File: src/rtl/exec_unit.sv
// Integer execution unit: single-cycle ALU ops plus iterative multiply/divide
// writing a HI/LO register pair, with a valid/ready handshake and flush.
module exec_unit #(
    parameter int WIDTH = 32,
    parameter int SHW   = $clog2(WIDTH)
) (
    input  logic             clk,
    input  logic             resetn,
    input  logic             in_valid,
    output logic             in_ready,
    input  logic [4:0]       op,
    input  logic [WIDTH-1:0] src1,
    input  logic [WIDTH-1:0] src2,
    input  logic             flush,
    output logic             out_valid,
    input  logic             out_ready,
    output logic [WIDTH-1:0] result
);

    typedef enum logic [1:0] {IDLE, BUSY, DONE} state_t;

    localparam logic [SHW-1:0] LAST = SHW'(WIDTH - 1);

    state_t             state_reg, state_next;
    logic [WIDTH-1:0]   hi_reg, lo_reg, result_reg;
    logic [2*WIDTH-1:0] acc_reg;
    logic [WIDTH-1:0]   opnd_reg, dividend_reg;
    logic [SHW-1:0]     cnt_reg;
    logic               is_div_reg, neg_q_reg, neg_r_reg, div_zero_reg;

    logic             accept, is_multi, op_div, op_signed, neg1, neg2, last_step;
    logic [WIDTH-1:0] mag1, mag2, alu_res;
    logic [SHW-1:0]   shamt;

    assign accept    = in_valid && (state_reg == IDLE) && !flush;
    assign is_multi  = (op[4:2] == 3'b100);
    assign op_div    = op[1];
    assign op_signed = !op[0];
    assign neg1      = op_signed && src1[WIDTH-1];
    assign neg2      = op_signed && src2[WIDTH-1];
    assign mag1      = neg1 ? -src1 : src1;
    assign mag2      = neg2 ? -src2 : src2;
    assign shamt     = src1[SHW-1:0];
    assign last_step = (cnt_reg == LAST);

    assign in_ready  = (state_reg == IDLE);
    assign out_valid = (state_reg == DONE);
    assign result    = result_reg;

    always_comb begin
        alu_res = '0;
        case (op)
            5'd0:  alu_res = src1 + src2;
            5'd1:  alu_res = src1 - src2;
            5'd2:  alu_res = src1 & src2;
            5'd3:  alu_res = src1 | src2;
            5'd4:  alu_res = ~(src1 | src2);
            5'd5:  alu_res = src1 ^ src2;
            5'd6:  alu_res = src2 << shamt;
            5'd7:  alu_res = WIDTH'($signed(src2) >>> shamt);
            5'd8:  alu_res = src2 >> shamt;
            5'd9:  alu_res = {{(WIDTH-1){1'b0}}, ($signed(src1) < $signed(src2))};
            5'd10: alu_res = {{(WIDTH-1){1'b0}}, (src1 < src2)};
            5'd15: alu_res = src2;
            5'd20: alu_res = hi_reg;
            5'd21: alu_res = lo_reg;
            5'd22: alu_res = src1;
            5'd23: alu_res = src1;
            default: alu_res = '0;
        endcase
    end

    // One iteration of each algorithm; acc holds {partial hi, shifting lo} for
    // multiply and {remainder, shifting dividend/quotient} for divide.
    logic [WIDTH:0]     mul_sum, div_sh;
    logic               div_ge;
    logic [WIDTH-1:0]   rem_next;
    logic [2*WIDTH-1:0] mul_next, div_next, step_next, prod;
    logic [WIDTH-1:0]   quot_fix, rem_fix, fin_hi, fin_lo;

    always_comb begin
        mul_sum   = {1'b0, acc_reg[2*WIDTH-1:WIDTH]} + {1'b0, (acc_reg[0] ? opnd_reg : '0)};
        mul_next  = {mul_sum, acc_reg[WIDTH-1:1]};
        div_sh    = {acc_reg[2*WIDTH-1:WIDTH], acc_reg[WIDTH-1]};
        div_ge    = (div_sh >= {1'b0, opnd_reg});
        rem_next  = div_ge ? (div_sh[WIDTH-1:0] - opnd_reg) : div_sh[WIDTH-1:0];
        div_next  = {rem_next, acc_reg[WIDTH-2:0], div_ge};
        step_next = is_div_reg ? div_next : mul_next;

        prod      = neg_q_reg ? -step_next : step_next;
        quot_fix  = neg_q_reg ? -step_next[WIDTH-1:0] : step_next[WIDTH-1:0];
        rem_fix   = neg_r_reg ? -step_next[2*WIDTH-1:WIDTH] : step_next[2*WIDTH-1:WIDTH];

        fin_hi = prod[2*WIDTH-1:WIDTH];
        fin_lo = prod[WIDTH-1:0];
        if (is_div_reg) begin
            if (div_zero_reg) begin
                fin_hi = dividend_reg;
                fin_lo = '1;
            end else begin
                fin_hi = rem_fix;
                fin_lo = quot_fix;
            end
        end
    end

    always_comb begin
        state_next = state_reg;
        case (state_reg)
            IDLE: if (accept) state_next = is_multi ? BUSY : DONE;
            BUSY: begin
                if (flush)          state_next = IDLE;
                else if (last_step) state_next = DONE;
            end
            DONE: if (flush || out_ready) state_next = IDLE;
            default: state_next = IDLE;
        endcase
    end

    always_ff @(posedge clk or negedge resetn) begin
        if (!resetn) state_reg <= IDLE;
        else         state_reg <= state_next;
    end

    always_ff @(posedge clk or negedge resetn) begin
        if (!resetn) begin
            hi_reg       <= '0;
            lo_reg       <= '0;
            result_reg   <= '0;
            acc_reg      <= '0;
            opnd_reg     <= '0;
            dividend_reg <= '0;
            cnt_reg      <= '0;
            is_div_reg   <= 1'b0;
            neg_q_reg    <= 1'b0;
            neg_r_reg    <= 1'b0;
            div_zero_reg <= 1'b0;
        end else if (accept) begin
            cnt_reg <= '0;
            if (is_multi) begin
                // Both algorithms run on magnitudes; signs are reapplied at the end.
                acc_reg      <= {{WIDTH{1'b0}}, (op_div ? mag1 : mag2)};
                opnd_reg     <= op_div ? mag2 : mag1;
                dividend_reg <= src1;
                is_div_reg   <= op_div;
                neg_q_reg    <= neg1 ^ neg2;
                neg_r_reg    <= neg1;
                div_zero_reg <= (src2 == '0);
            end else begin
                result_reg <= alu_res;
                if (op == 5'd22) hi_reg <= src1;
                if (op == 5'd23) lo_reg <= src1;
            end
        end else if (state_reg == BUSY && !flush) begin
            acc_reg <= step_next;
            cnt_reg <= cnt_reg + 1'b1;
            if (last_step) begin
                hi_reg     <= fin_hi;
                lo_reg     <= fin_lo;
                result_reg <= fin_lo;
            end
        end
    end

endmodule

File: config.mk
export PLATFORM = sky130hd
export DESIGN_NAME = exec_unit
export DESIGN_NICKNAME = d
export VERILOG_FILES = /design/src/rtl/exec_unit.sv
export SDC_FILE = /design/constraint.sdc
export NUM_CORES = 2
export LEC_CHECK = 0
export CELL_PAD_IN_SITES_DETAIL_PLACEMENT = 2
export CELL_PAD_IN_SITES_GLOBAL_PLACEMENT = 2
export CORE_MARGIN = 2
export CORE_UTILIZATION = 40
export CTS_CLUSTER_DIAMETER = 40
export DETAILED_ROUTE_END_ITERATION = 7
export HOLD_SLACK_MARGIN = 0.12
export PLACE_DENSITY_LB_ADDON = 0.1
export SKIP_LAST_GASP = 1
export SLEW_MARGIN = 5
export SYNTH_ARGS = -nofsm -noshare
export SYNTH_HDL_FRONTEND = slang
export SYNTH_SLANG_ARGS = --single-unit
File: constraint.sdc
create_clock -name clk -period 9.6 [get_ports clk]
set_input_delay 1.92 -clock clk [delete_from_list [all_inputs] [get_ports clk]]
set_output_delay 1.92 -clock clk [all_outputs]
set_load 0.005 [all_outputs]
==> impl_results.md <==
* Outcome: complete, no violations
* Total GRT Usage at 0.491
* H-tree depth at 3
* Clk pwr share at 0.278
* RSZ-0062 raised after global routing: no
* GP Congestion at ~1
* Post-cts gate resize count at 0
* Sequential area share after synthesis at 0.208
* EDFF count, synth at 0
* Drt first pass iters at 6
* Sequential Power Share at 0.205
* Sw Pwr at roughly 4.5 mW
* Vias in the first global route at between 30000 and 40000
* Layout overhead on the synthesized area at 15.0%
* Synth warn at 0
* Min-delay worst type: flip-flop to flip-flop
* Least-Margin Pin Slew at 1.41 ns
* Num Clock Sinks at ~240
* Setup TNS at 0 ns
* WL per Instance at 37.8 µm
* Post-placement cell area at roughly 30000 µm²
* Top cell type's share of synthesized area at 0.208
* Met1 WL at slightly above 70000 µm
* Synth top area cells: dfrtp_1 (21%), ha_1 (7.4%), o21ai_0 (7.0%), a21oi_1 (6.2%), nor2_1 (5.9%)
* DR WL met3 at ~18000 µm
* Max reg flops at between 60 and 70
* Clk Latency, worst-skew pair at roughly 0.66 ns
* Max frequency at around 0.13 GHz
* Leak pwr at between 10 and 15 nW
* Clk slew on worst S/H paths at approximately 0.05 ns
* WP data required at about 10 ns
* Pin count of the biggest net entering global routing at around 130
* FF-to-FF Start: opnd_reg[18]
* Nets at around 4100
* Drt via density at 7.40
* Core Region at 69900 µm²
* Grt total ovfl at 0
* VDD IR max at 0.000154 V
* TritonCTS buffer count at 67
* Clk buf depth at 3
* CP Launch Type: flip-flop
* Sw Ratio at 0.501
* Die footprint at ~73000 µm²
* PD cells at around 280 nW/µm²
* Starting Density at 0.404
* Cell area after layout at between 30000 and 40000 µm²
* IO Pins at 108
* DP HPWL at 127000 µm
* Asr flop ratio synth at 1.00
* Cell taking the most area after synthesis: dfrtp_1
* Layout cells sized above 1 at 0.0749
* Count leader, synth: nor2_1
* Synth top cells by count: nor2_1 (445), nand2_1 (397), o21ai_0 (394)
* Port Buffer Count at between 100 and 150
* Critical Path Source: opnd_reg[18]
* Global-route wire length before repair at around 270000 µm
* Final ANT Viol Nets at 0
* Fin. max-slew vios at 0
* Final Cycle Share at 0.827
* Met2 WL at between 80000 and 90000 µm
* Rows at 97
* Int Pwr at between 4 and 5 mW
* Crit path DAT at 8.46 ns
* Die extent in x at between 200 and 300 µm
* Flop and latch count out of synthesis at between 200 and 250
* Initial antenna violation count at 10
* Final hold violations at 0
* Post-CTS Hold Fix Bufs at 0
* Syn Nets at slightly above 4000
* Mapped Area at 28200 µm²
* Critical path fanouts, max at 21
* Top_reg_cell synth: dfrtp_1
* Hold Crit Start: lo_reg[14]
* DR iter-0 viols at 4456
* CTS tree: yes
* Avg Synthesized Cell Area at approximately 7.2 µm²
* Die Y at 270 µm
* Uppermost layer routed: met5
* DRC errors left at 0
* Slew headroom at 0.0540
* Setup violators final at 0
* Distinct cell type count after synthesis at 103
* CTS root buf: clkbuf_16
* Synthesized instance count at about 3900
* Post-Route WL at about 180000 µm
* Layout Skew at 0.0480 ns
* # Post-CTS Setup Buffers at 0
* Routed vias at between 30000 and 40000
* Logic pwr share at 0.517
* Critical path type: flip-flop to flip-flop
* Maximum Capacitance Violations at 0
* Tmin final at ~7.9 ns
* CP Capture Type: flip-flop
critical path, stage by stage, from the launching register on:
cell and delay (ns):
dfrtp_1 0.43, inv_1 0.08, ha_1 0.39, a21oi_1 0.47
o21ai_0 0.28, a211oi_1 0.39, a32o_1 0.23, buf_4 0.35
a31oi_1 0.39, inv_1 0.32, ha_1 0.28, nand2_1 0.17
nor3_1 0.67, nand3_1 0.63, or3_1 0.59, nor3_1 0.51
nand3_1 0.45, o31ai_1 0.52, xnor2_1 0.20, o22ai_1 0.17
o22a_1 0.25
metal layers:
| layer | track usage | up-vias |
|---|---|---|
| met5 | 0.000658 | - |
| met4 | 0.343 | 8 |
| met3 | 0.111 | 819 |
| met2 | 0.758 | 2643 |
| met1 | 0.605 | 18300 |
| li1 | - | 14300 |
cell type report:
| type | instances | area (µm²) |
|---|---|---|
| flip-flops and latches | 235 | 5880 |
| fillers | 7886 | 37400 |
| clock buffers | 84 | 1870 |
| repair buffers | 186 | 1670 |
| well taps | 940 | 1180 |
| multi-input cells | 3245 | 20800 |
| inverters | 149 | 559 |
| clock inverters | 37 | 493 |
| diodes | 7 | 17.5 |
power groups by stage:
| stage | Combinational [mW] | Sequential, mW | Clock (mW) |
|---|---|---|---|
| after floorplan | 2.71 | 1.55 | 0 |
| after global placement | 3.94 | 1.75 | 0 |
| after detailed placement | 4.20 | 1.78 | 0 |
| after CTS | 4.43 | 1.80 | 2.48 |
| after global routing | 4.83 | 1.84 | 2.51 |
| final | 4.65 | 1.84 | 2.50 |
through the flow:
step / cells / setup slack, ns / hold slack (ns) / util / total power [mW]
global route: 4876 / 1.67 / 0.509 / 0.464 / 9.18
finish: 4883 / 1.66 / 0.496 / 0.464 / 8.98
CTS: 4876 / 2.34 / 0.489 / 0.464 / 8.72
detailed placement: 4755 / 2.06 / 0.475 / 0.430 / 5.98
floorplan: 3901 / 3.10 / 0.444 / - / 4.26
global placement: 4755 / 2.16 / 0.459 / 0.430 / 5.68
worst paths after layout:
path / slack (ns) / endpoint / cells past startpoint
max: 1.66 / hi_reg[24] / 20
min: 0.50 / lo_reg[14] / 2
max reg2reg: 1.66 / hi_reg[24] / 20
min reg2reg: 0.50 / lo_reg[14] / 2
max in group asynchronous: 6.70 / acc_reg[9] / 2
min in group asynchronous: 1.41 / opnd_reg[25] / 1
cells in the final DEF (no fill, tap or decap), drive strengths merged, types with 20 or more instances in the layout:
| cell | n |
|---|---|
| a21oi | 350 |
| dfrtp | 235 |
| clkinv | 20 |
| o31ai | 48 |
| xor2 | 51 |
| inv | 151 |
| clkbuf | 84 |
| o221ai | 24 |
| a22o | 29 |
| a221oi | 66 |
| a211oi | 54 |
| a21o | 64 |
| nand2b | 29 |
| and3 | 28 |
| o211ai | 49 |
| o21bai | 27 |
| nand3 | 85 |
| clkdlybuf4s50 | 101 |
| nand4 | 33 |
| a22oi | 51 |
| nor3 | 77 |
| a31oi | 67 |
| nand2 | 398 |
| and2 | 58 |
| xnor2 | 128 |
| nor4 | 24 |
| o21ai | 401 |
| nor2b | 25 |
| o22ai | 28 |
| buf | 85 |
| nor2 | 446 |
| mux2i | 139 |
| ha | 166 |
| o21a | 26 |
| or3 | 37 |
logic make-up (layout without fill, tap and decap cells):
logic type | after synthesis | after routing | share of synthesized area
multiplexers | 161 | 161 | 0.0601
buffers and inverters | 421 | 456 | 0.0574
AND/OR/NAND/NOR | 1291 | 1291 | 0.209
adder cells (fa/ha/maj) | 170 | 170 | 0.0764
XOR/XNOR | 179 | 179 | 0.0556
AO/OA/AOI/OAI | 1444 | 1444 | 0.333
flip-flops | 235 | 235 | 0.208
other | 0 | 7 | 0
Note: power is estimated with default switching activity, not from simulation.
